--- src/rtl/adder_operand_sequencer.sv ---
// adder_operand_sequencer
//   Drives the in_0/in_1 operands of the 32-bit signed Adder. Operands are
//   loaded from the PS over AXI-GPIO channel 1 (data word plus control nibble).
//   A built-in sweep mode steps both operands every SWEEP_DIV cycles while
//   in_0 < SWEEP_LIMIT, for board bring-up. Status goes back on GPIO ch2.
//
// Ports
//   sys_clk         system clock, rising edge
//   sys_rst         synchronous active-high reset
//   gpio_data       operand value (GPIO ch1)
//   gpio_ctrl       [0] LOAD, [1] SEL (0=in_0, 1=in_1), [2] SWEEP, [3] CLEAR
//   in_0, in_1      registered signed operands to the Adder
//   operands_valid  both operands loaded (READY/SWEEP/DONE)
//   operand_update  one-cycle pulse after any operand write or sweep step
//   gpio_status     [2:0] state, [3] overflow, [4] loaded_0, [5] loaded_1,
//                   [15:8] saturating step count, rest zero
module adder_operand_sequencer #(
  parameter int signed   STEP_0      = 1,
  parameter int signed   STEP_1      = 2,
  parameter int signed   SWEEP_LIMIT = 10,
  parameter int unsigned SWEEP_DIV   = 1
) (
  input  logic               sys_clk,
  input  logic               sys_rst,
  input  logic        [31:0] gpio_data,
  input  logic        [3:0]  gpio_ctrl,
  output logic signed [31:0] in_0,
  output logic signed [31:0] in_1,
  output logic               operands_valid,
  output logic               operand_update,
  output logic        [31:0] gpio_status
);

  localparam int unsigned DivW    = (SWEEP_DIV > 1) ? $clog2(SWEEP_DIV) : 1;
  localparam logic [DivW-1:0] DivLast = DivW'(SWEEP_DIV - 1);
  localparam logic        Step0Neg = (STEP_0 < 0);
  localparam logic        Step1Neg = (STEP_1 < 0);

  typedef enum logic [2:0] {
    StIdle    = 3'd0,
    StPartial = 3'd1,
    StReady   = 3'd2,
    StSweep   = 3'd3,
    StDone    = 3'd4
  } state_e;

  state_e             state_q, state_d;
  logic signed [31:0] in_0_q, in_0_d, in_1_q, in_1_d;
  logic               loaded_0_q, loaded_0_d, loaded_1_q, loaded_1_d;
  logic               overflow_q, overflow_d;
  logic        [7:0]  step_q, step_d;
  logic   [DivW-1:0]  div_q, div_d;
  logic               update_q, update_d;
  logic               valid_q, valid_d;
  logic        [31:0] status_q, status_d;
  logic        [3:0]  ctrl_prev_q;

  logic        [3:0]  ctrl_rise;
  logic               load_cmd, sweep_cmd, clear_cmd;
  logic signed [31:0] sum_0, sum_1;
  logic               ovf_0, ovf_1;

  // Commands fire on the rising edge of each control bit.
  assign ctrl_rise = gpio_ctrl & ~ctrl_prev_q;
  assign load_cmd  = ctrl_rise[0];
  assign sweep_cmd = ctrl_rise[2];
  assign clear_cmd = ctrl_rise[3];

  assign sum_0 = in_0_q + STEP_0;
  assign sum_1 = in_1_q + STEP_1;
  // Signed overflow: same-sign inputs producing the opposite sign.
  assign ovf_0 = (in_0_q[31] == Step0Neg) && (sum_0[31] != in_0_q[31]);
  assign ovf_1 = (in_1_q[31] == Step1Neg) && (sum_1[31] != in_1_q[31]);

  always_comb begin
    state_d    = state_q;
    in_0_d     = in_0_q;
    in_1_d     = in_1_q;
    loaded_0_d = loaded_0_q;
    loaded_1_d = loaded_1_q;
    overflow_d = overflow_q;
    step_d     = step_q;
    div_d      = div_q;
    update_d   = 1'b0;

    if (clear_cmd) begin
      state_d    = StIdle;
      in_0_d     = '0;
      in_1_d     = '0;
      loaded_0_d = 1'b0;
      loaded_1_d = 1'b0;
      overflow_d = 1'b0;
      step_d     = '0;
      div_d      = '0;
    end else if (load_cmd) begin
      update_d = 1'b1;
      if (gpio_ctrl[1]) begin
        in_1_d     = gpio_data;
        loaded_1_d = 1'b1;
      end else begin
        in_0_d     = gpio_data;
        loaded_0_d = 1'b1;
      end
      // From READY/SWEEP/DONE both operands are already loaded; a load there
      // (including a sweep abort) lands in READY.
      if (state_q == StIdle || state_q == StPartial) begin
        state_d = (loaded_0_d && loaded_1_d) ? StReady : StPartial;
      end else begin
        state_d = StReady;
      end
    end else begin
      unique case (state_q)
        StReady, StDone: begin
          if (sweep_cmd) begin
            state_d = StSweep;
            step_d  = '0;
            div_d   = '0;
          end
        end
        StSweep: begin
          if (div_q == DivLast) begin
            div_d = '0;
            if (in_0_q < SWEEP_LIMIT) begin
              in_0_d     = sum_0;
              in_1_d     = sum_1;
              overflow_d = overflow_q | ovf_0 | ovf_1;
              update_d   = 1'b1;
              if (step_q != 8'hFF) begin
                step_d = step_q + 8'd1;
              end
            end else begin
              state_d = StDone;
            end
          end else begin
            div_d = div_q + DivW'(1);
          end
        end
        default: ;
      endcase
    end

    valid_d  = (state_d == StReady) || (state_d == StSweep) || (state_d == StDone);
    status_d = {16'd0, step_d, 2'b00, loaded_1_d, loaded_0_d, overflow_d, state_d};
  end

  always_ff @(posedge sys_clk) begin
    // Tracked through reset so a bit held high across release is not an edge.
    ctrl_prev_q <= gpio_ctrl;
    if (sys_rst) begin
      state_q    <= StIdle;
      in_0_q     <= '0;
      in_1_q     <= '0;
      loaded_0_q <= 1'b0;
      loaded_1_q <= 1'b0;
      overflow_q <= 1'b0;
      step_q     <= '0;
      div_q      <= '0;
      update_q   <= 1'b0;
      valid_q    <= 1'b0;
      status_q   <= '0;
    end else begin
      state_q    <= state_d;
      in_0_q     <= in_0_d;
      in_1_q     <= in_1_d;
      loaded_0_q <= loaded_0_d;
      loaded_1_q <= loaded_1_d;
      overflow_q <= overflow_d;
      step_q     <= step_d;
      div_q      <= div_d;
      update_q   <= update_d;
      valid_q    <= valid_d;
      status_q   <= status_d;
    end
  end

  assign in_0           = in_0_q;
  assign in_1           = in_1_q;
  assign operands_valid = valid_q;
  assign operand_update = update_q;
  assign gpio_status    = status_q;

endmodule

--- config.mk ---
export PLATFORM = sky130hd
export DESIGN_NAME = adder_operand_sequencer
export DESIGN_NICKNAME = d
export VERILOG_FILES = /design/src/rtl/adder_operand_sequencer.sv
export SDC_FILE = /design/constraint.sdc
export NUM_CORES = 1
export LEC_CHECK = 0
export ABC_AREA = 1
export BUFFER_PORTS_ARGS = -buffer_cell sky130_fd_sc_hd__buf_2
export CORE_MARGIN = 5
export CORE_UTILIZATION = 50
export DETAILED_ROUTE_END_ITERATION = 12
export PLACE_DENSITY = 0.78
export SLEW_MARGIN = 20
export SYNTH_ARGS = -nofsm -noshare
export SYNTH_HDL_FRONTEND = slang
export SYNTH_SLANG_ARGS = --single-unit
--- constraint.sdc ---
create_clock -name sys_clk -period 2.1 [get_ports sys_clk]
set_clock_uncertainty 0.2 [all_clocks]
set_input_delay 0.21 -clock sys_clk [delete_from_list [all_inputs] [get_ports sys_clk]]
set_output_delay 0.21 -clock sys_clk [all_outputs]
set_load 0.01 [all_outputs]
==> results.toml, run 1 <==
[run_status]
outcome = "complete, but fails checks"
violations = "negative setup slack"

[die]
die_area_um2 = 13900
initial_core_util_pct = 51.1
pin_count = 136
num_rows = 39
die_y_um = 118
die_w_um = 118
core_um2 = 11400

[worst_setup_path]
cp.arrival_ps = 2270
r2r_end = "in_0[31]$_SDFFE_PP0P_"
ff2ff_setup_slack_ps = -80
reg2reg_from = "in_0[1]$_SDFFE_PP0P_"
endpoint_kind = "flop"
worstSetupStartpoint = "in_0[1]$_SDFFE_PP0P_"
r2r_cells = 12
cp-start-kind = "flop"
critPathRequiredTime_ps = 2190
crit_type = "flop to flop"
cp_max_fo = 3
endpoint = "in_0[31]$_SDFFE_PP0P_"

[worst_hold_path]
hold_path_class = "input port to flop"
hold_start = "gpio_ctrl[1]"

[finish]
syn_to_final_growth_pct = 36.3
nFillCells = 1007
final_layout_size_suffix_gt1_share_pct = 28.2
stdcell_area_um2 = 7960
nNetsFinal = 1230
antenna_cells = 0

[synthesis]
synth_ff_type = "dfxtp_1"
yosysTopAreaCell = "dfxtp_1"
synth_simple_gate_area_share_pct = 39.6
synthArstFlopShare_pct = 0
synth_warnings = 0
ys_types = 43
yosys-top-cells-area = "dfxtp_1, nand2_1, nor2_1, o21ai_0, inv_1"
yosysTopAreaCellShare_pct = 28.5
synth_top_family_by_area = "simple AND/OR/NAND/NOR gates"
synth_area_um2 = 5840
synthAdderAreaFrac_pct = 1.07
postSynthAreaPerCell_um2 = 6.01
muxShareOfSynthArea_pct = 0
yosys.cell_count.top_type = "nand2_1"
synth-compound-area-share_pct = 15.7
synth_seq_cells = 83
seq_area_frac_synth_pct = 28.5
synthTopCellsByCount = "nand2_1, nor2_1, inv_1"
synth-edff-count = 0
synth_xor_area_share_pct = 2.70
synth_cells = 972

[sta]
holdWs_ps = 27.7
slew_violations = 0
setup_tns_ps = -79.2
period_share_pct = 104
hold_viol_final = 0
max_clock_freq_mhz = 459
rsz0062_at_grt = "true"
finalSetupViolations = 1
timing.final.crit_period_ps = 2180
setup_ws_ps = -79.2

[placement]
io_buffer_count = 117
placed_area_um2 = 7140
gp_congestion = 0.992
hpwl_um = 15000

[global_route]
grt_antenna_before_repair = 0
grt.total_usage_pct = 28.2
grt_pass1_vias = 6677
overflow = 0
grt_pass1_wl_um = 32600
grt_max_degree = 49

[clocking]
htree_levels = 3
numCtsBuffers = 9
ctsLongestPathBuffers = 2
clkTransAtPathRegs_ps = 60
clk_latency_ps = 360
numClockSinks = 83
cts_tree = "built"
root_buffer = "clkbuf_16"

[drt]
routed-via-count = 7333
drc = 0
first_pass_iters = 6
drt_iter0_markers = 818
drt_wl_total_um = 21200
routed_via_density = 5.50
wl_per_cell_um = 15.9
detail-route-antenna-nets = 0

[run]
maxCapViolations = 0

[power_and_ir_drop]
pwr_density_cell_nw_per_um2 = 533
ir_drop_mv = 0.795
power_leakage_nw = 3.69
## layout by cell type (no fill, tap or decap), types with 3 or more instances in the layout
cell | synthesis | layout
dfxtp_4 | 0 | 3
nand2_2 | 2 | 10
nor2_4 | 0 | 7
a21oi_1 | 52 | 52
buf_4 | 21 | 104
buf_2 | 7 | 117
a211oi_1 | 4 | 4
nor3_2 | 2 | 7
xor2_1 | 14 | 14
and3_1 | 3 | 3
or2_2 | 5 | 5
clkbuf_16 | 0 | 12
inv_1 | 91 | 89
buf_6 | 10 | 5
nand4_1 | 16 | 16
xnor2_1 | 4 | 4
nor2_1 | 186 | 165
nor2_2 | 6 | 20
nor3_1 | 31 | 25
dfxtp_2 | 0 | 17
conb_1 | 1 | 18
nand3_1 | 47 | 45
dfxtp_1 | 83 | 63
nand2_1 | 233 | 225
o21ai_0 | 81 | 73
ha_1 | 5 | 3
nand3b_1 | 6 | 6
clkbuf_8 | 0 | 4
o21ai_1 | 15 | 22
dlygate4sd3_1 | 0 | 8
buf_12 | 0 | 6
o31ai_1 | 7 | 7
## per-layer routing
layer | GRT usage, % | share of wire, %
met4 | 14.6 | 5.5
met1 | 35.0 | 40
met5 | 0 | 0
met3 | 6.30 | 8.6
met2 | 45.6 | 45
## flip-flops by register name, summed over array words and instances (netlist names)
name	count
in_0	32
ctrl_prev_q	3
gpio_status	4
state_q	2
in_1	32
operand_update	1
operands_valid	1
step_q	8
## critical path: stages (launching register included)
cell and delay [ps]:
dfxtp_2 350, nand2_2 60, inv_1 50, nand4_1 150, nor2_2 180, nand4_1 100
nor2_2 150, nand4_1 130, nor3_2 220, ha_1 250, o21ai_1 120, nor2_1 70
nor2_1 80
## power by group
part	internal [mW]	total [mW]	leakage, nW	switching, mW
Clock	1.05	1.71	0.155	0.663
Sequential	1.64	1.69	0.685	0.0541
Combinational	0.333	0.842	2.85	0.509
## how the worst min path moves through the flow
| stage | end | slack [ps] | cells past startpoint |
|---|---|---|---|
| final | gpio_status[5]$_SDFFE_PP0P_ | 30 | 3 |
| after global routing | gpio_status[5]$_SDFFE_PP0P_ | 40 | 3 |
| after CTS | gpio_status[5]$_SDFFE_PP0P_ | 20 | 3 |
| after detailed placement | ctrl_prev_q[2]$_DFF_P_ | 130 | 1 |
| after global placement | ctrl_prev_q[2]$_DFF_P_ | 130 | 1 |
| after floorplan | ctrl_prev_q[0]$_DFF_P_ | 40 | 0 |
## logic make-up (layout without fill, tap and decap cells)
family | Yosys count | after routing
and+or+nand+nor | 546 | 546
AOI/OAI and AO/OA | 169 | 169
xor gates and xnor gates | 18 | 18
adders and majority gates | 5 | 5
other | 1 | 18
DFF | 83 | 83
buffers and inverters | 150 | 352
## timing repair
item | 4_1_cts | 5_1_grt
endpoints found under the hold margin | 9 | 0
endpoints found under the setup margin | 8 | 72
hold buffers | 8 | 0
gates cloned | 0 | 5
buffers inserted | 5 | 11
resized for setup | 9 | 69
pin swaps | 10 | 40
## area by class of cell
cell class	count	area, um^2	area share, %
Clock buffer	14	284	3.57
Tap cell	143	179	2.25
Timing Repair Buffer	243	1700	21.3
Clock inverter	1	30.0	0.377
Inverter	94	358	4.50
Sequential cell	83	1690	21.3
Multi-Input combinational cell	756	3720	46.7
## metrics by stage
| stage | util [%] | setup WS (ps) | power, mW | std cells |
|---|---|---|---|---|
| 2_1_floorplan | - | -39.4 | 2.19 | 989 |
| 3_3_place_gp | 62.5 | -13.7 | 2.45 | 1291 |
| 3_5_place_dp | 62.5 | -60.3 | 2.46 | 1291 |
| 4_1_cts | 66.5 | -37.0 | 4.16 | 1319 |
| 5_1_grt | 69.7 | -188 | 4.42 | 1334 |
| 6_report | 69.7 | -79.2 | 4.24 | 1334 |
Power figures use the tool's default switching activity.
==> run 2, diff against run 1 <==
CTS_BUF_LIST = sky130_fd_sc_hd__clkbuf_8   (was default)
==> run 2 against run 1 <==
Net effect: the flow still finishes with violations (negative setup slack); critical endpoint unchanged; first-iteration DRC count increased by 3.8%; non-clock buffer count increased by 3; worst hold slack got worse by 12 ps.
==> results.toml, run 2 (synthesis gave the netlist of run 1 again) <==
[power_and_ir_drop]
ir_drop_mv = 0.562
clkPwrFrac_pct = 33.6
p_comb_share_pct = 22.2
p_sw_share_pct = 30.9
seqPwrFrac_pct = 44.2
pwr_density_cell_nw_per_um2 = 483
p_int_mw = 2.64
power_mw = 3.82
power_leakage_nw = 3.66
switchingPower_mw = 1.18

[die]
pin_count = 136
core_um2 = 11400
die_w_um = 118
initial_core_util_pct = 51.1
die_y_um = 118
die_area_um2 = 13900
num_rows = 39

[sta]
hold_viol_final = 0
finalSetupViolations = 2
rsz0062_at_grt = "true"
period_share_pct = 104
holdWs_ps = 16.0
setup_tns_ps = -157
timing.final.crit_period_ps = 2180
setup_ws_ps = -81.9
slew_violations = 0
max_clock_freq_mhz = 458

[drt]
routed_via_density = 5.50
drc = 0
wl_per_cell_um = 15.9
drt_wl_total_um = 21200
first_pass_iters = 9
detail-route-antenna-nets = 0
drt_iter0_markers = 849
routed-via-count = 7357

[finish]
layout_commonest_cell = "nand2_1"
antenna_cells = 0
nFillCells = 1005
final_cell_mix = "nand2_1, nor2_1, buf_2, buf_4, inv_1"
nNetsFinal = 1233
syn_to_final_growth_pct = 35.4
instances_no_fill = 1337
final_layout_size_suffix_gt1_share_pct = 28.6

[clocking]
root_buffer = "clkbuf_8"
numCtsBuffers = 9
cts_tree = "built"
ctsLongestPathBuffers = 2
htree_levels = 3
clk_latency_ps = 380
numClockSinks = 83
clkTransAtPathRegs_ps = 80

[worst_setup_path]
endpoint_kind = "flop"
crit_type = "flop to flop"
cp_max_fo = 3
ff2ff_setup_slack_ps = -80
reg2reg_from = "in_0[1]$_SDFFE_PP0P_"
worstSetupStartpoint = "in_0[1]$_SDFFE_PP0P_"
cp.arrival_ps = 2300
cp-start-kind = "flop"
critPathRequiredTime_ps = 2220

[global_route]
overflow = 0
grt_pass1_vias = 6623
grt.total_usage_pct = 28.0
grt_pass1_wl_um = 32400
grt_max_degree = 49
grt_antenna_before_repair = 0

[placement]
post-place-ws_ps = -60.3
io_buffer_count = 117
dpl.cell_count = 1291
hpwl_um = 15000
gp_congestion = 0.992

[run_status]
violations = "negative setup slack"
outcome = "complete, but fails checks"

[worst_hold_path]
hold_start = "gpio_data[22]"
hold_path_class = "input port to flop"

[run]
maxCapViolations = 0
==> run 2: changes by cell type in the layout (fill, tap and decap cells not counted), sizes merged <==
cell | previous run | this run
dlygate4sd3 | 8 | 10
buf | 232 | 233
clkbuf | 17 | 16
inv | 93 | 94
==> run 2: final cells by class <==
class / instances / area, um^2 / share of cell area [%]
sequential: 83 / 1690 / 21.4
clock buffer: 13 / 179 / 2.26
tap: 143 / 179 / 2.26
inverter: 94 / 358 / 4.53
multi-input combinational: 756 / 3740 / 47.3
clock inverter: 2 / 33.8 / 0.427
timing repair buffer: 246 / 1730 / 21.8
==> run 2: worst paths after layout <==
path                            to  depth (start not counted)
max          in_0[31]$_SDFFE_PP0P_                         12
min          in_1[22]$_SDFFE_PP0P_                          5
max reg2reg  in_0[31]$_SDFFE_PP0P_                         12
min reg2reg   in_1[0]$_SDFFE_PP0P_                          2
==> run 2: timing repair <==
| item | 4_1_cts | 5_1_grt |
|---|---|---|
| endpoints found under the setup margin | 7 | 71 |
| buffers inserted | 5 | 13 |
| hold buffers | 10 | 0 |
| cloned | 0 | 5 |
| pin swaps | 10 | 40 |
| hold endpoints to repair | 11 | 0 |
| resized for setup | 9 | 77 |
==> run 2: through the flow <==
step           instance area [um^2]  utilization [%]
6_report                       7910             69.2
5_1_grt                        7910             69.2
4_1_cts                        7510             65.8
3_5_place_dp                   7140             62.5
3_3_place_gp                   7140             62.5
2_1_floorplan                  5940                -
==> run 2: critical path: stages (launching register included) <==
cell	delay (ps)
dfxtp_2	350
nand2_2	70
inv_2	40
nand4_1	140
nor2_2	180
nand4_1	110
nor2_2	160
nand4_1	130
nor3_2	210
ha_1	250
o21ai_1	130
nor2_1	70
nor2_1	90
==> run 2: routing by layer <==
metal  track usage, %  part of all wire [%]  wire length, um  up-vias
met5                0                     0                0        -
met4             13.2                   5.2             1110        0
met3             6.58                   9.5             2020       85
met2             45.5                    45             9560      446
met1             34.8                    40             8530     3288
li1                 -                     -                -     3538
==> run 2: power by group through the flow <==
stage / registers [mW] / clock network (mW) / logic (mW)
5_1_grt: 1.70 / 1.36 / 0.922
6_report: 1.69 / 1.28 / 0.846
3_3_place_gp: 1.72 / 0 / 0.733
2_1_floorplan: 1.76 / 0 / 0.430
4_1_cts: 1.68 / 1.29 / 0.759
3_5_place_dp: 1.72 / 0 / 0.741
==> run 3, diff against run 2 <==
PLACE_DENSITY = 0.75   (was 0.78)
clock period = 2.6 ns   (was 2.1 ns; I/O delays follow)
==> run 3 against run 2 <==
Net effect: the flow now finishes without violations; clock power fell by 34%; largest cell class unchanged; critical path type unchanged; total power fell by 28%; largest power group unchanged; register-to-register slack improved by 310 ps.
==> results.toml, run 3 (synthesis gave the netlist of run 1 again) <==
[run_status]
outcome = "finished clean"

[global_route]
grt_pass1_wl_um = 30300
overflow = 0
grt.total_usage_pct = 26.5
grt_max_degree = 43
grt_pass1_vias = 5883
grt_antenna_before_repair = 0

[sta]
period_share_pct = 91.2
finalSetupViolations = 0
slew_violations = 0
hold_viol_final = 0
worst_slew_pin_slew_ps = 585
timing.final.crit_period_ps = 2370
slew_headroom_pct = 61.0
rsz0062_at_grt = "false"
setup_ws_ps = 228
setup_tns_ps = 0
max_clock_freq_mhz = 422

[worst_setup_path]
ff2ff_setup_slack_ps = 230
r2r_cells = 10
critPathRequiredTime_ps = 2710
cp-start-kind = "flop"
cp.arrival_ps = 2480
cp_max_fo = 18
critPathSlowestCell = "dfxtp_1"
endpoint_kind = "flop"
cpPeakStageDelay_ps = 390
crit_top_cell = "nor2_1"
worstSetupStartpoint = "in_0[7]$_SDFFE_PP0P_"
crit_type = "flop to flop"
reg2reg_from = "in_0[7]$_SDFFE_PP0P_"
path_cells = "nor2_1, nand2_1, nor2_1, nand2_2, o21ai_4, nand2_4, o21ai_4, buf_4, o21ai_0, nor2_1"

[die]
die_area_um2 = 13900
initial_core_util_pct = 51.1
core_um2 = 11400
pin_count = 136
die_w_um = 118
die_y_um = 118
num_rows = 39

[clocking]
cts_tree = "built"
ctsLongestPathBuffers = 2
root_buffer = "clkbuf_8"
numClockSinks = 83
cts_setup_buffers = 0
numCtsBuffers = 9
clk_latency_ps = 370
htree_levels = 3
clkTransAtPathRegs_ps = 80

[drt]
routed-via-count = 6681
drt_wl_total_um = 19100
detail-route-antenna-nets = 0
routed_via_density = 5.33
drc = 0
drt_iter0_markers = 843
first_pass_iters = 6
wl_per_cell_um = 15.2

[placement]
hpwl_um = 14500
post-place-ws_ps = 243
io_buffer_count = 117
gp_congestion = 0.949

[finish]
layout_commonest_cell = "nand2_1"
syn_to_final_growth_pct = 17.1
final_cell_mix = "nand2_1, nor2_1, buf_2, inv_1, dfxtp_1"
antenna_cells = 0
final_layout_size_suffix_gt1_share_pct = 17.7
nNetsFinal = 1149

[power_and_ir_drop]
ir_drop_mv = 0.547
pwr_density_cell_nw_per_um2 = 404
power_leakage_nw = 3.13

[worst_hold_path]
hold_depth = 3
hold_path_class = "input port to flop"
hold_start = "gpio_ctrl[1]"

[run]
maxCapViolations = 0
[run 3: what timing repair did]
action	in CTS	in global routing
endpoints found under the hold margin	6	0
hold buffers	7	0
endpoints found under the setup margin	0	4
gates resized for setup	0	4
[run 3: worst max-delay path: cells and delay by family (launching register included)]
family | cells | cell delay, ps
compound gates | 3 | 740
buf+inv | 1 | 320
simple gates | 6 | 670
flops | 1 | 390
[run 3: path summary, 6_finish.rpt]
| path | endpoint |
|---|---|
| worst max-delay path | in_0[16]$_SDFFE_PP0P_ |
| worst min-delay path | gpio_status[5]$_SDFFE_PP0P_ |
| worst max register to register | in_0[16]$_SDFFE_PP0P_ |
| worst min register to register | gpio_status[5]$_SDFFE_PP0P_ |
[run 3: power breakdown]
group / internal, mW / switching (mW) / total [mW] / leakage [nW]
clock: 0.357 / 0.488 / 0.844 / 0.0919
sequential: 1.32 / 0.0557 / 1.38 / 0.675
combinational: 0.190 / 0.356 / 0.545 / 2.36
total: 1.87 / 0.899 / 2.76 / 3.13
[run 3: through the flow]
stage	hold slack, ps	cell area (um^2)	total power [mW]	instances	utilization [%]
3_3_place_gp	176	6590	1.93	1231	57.7
6_report	36.4	6840	2.76	1253	59.9
4_1_cts	18.6	6820	2.77	1253	59.8
3_5_place_dp	178	6590	1.93	1231	57.7
2_1_floorplan	87.7	5900	1.77	989	-
5_1_grt	57.3	6840	2.91	1253	59.9
[run 3: cell type report]
class	instances	area, um^2
clock buffer	10	138
clock inverter	5	23.8
fill	1184	4580
inverter	94	355
multi-input combinational	756	3540
sequential	83	1660
tap	143	179
timing repair buffer	162	941
[run 3: routing by layer]
layer | wire length, um | GRT usage [%]
met4 | 265 | 6.02
met5 | 0 | 0
met3 | 1740 | 6.20
met2 | 8500 | 41.7
met1 | 8560 | 36.7
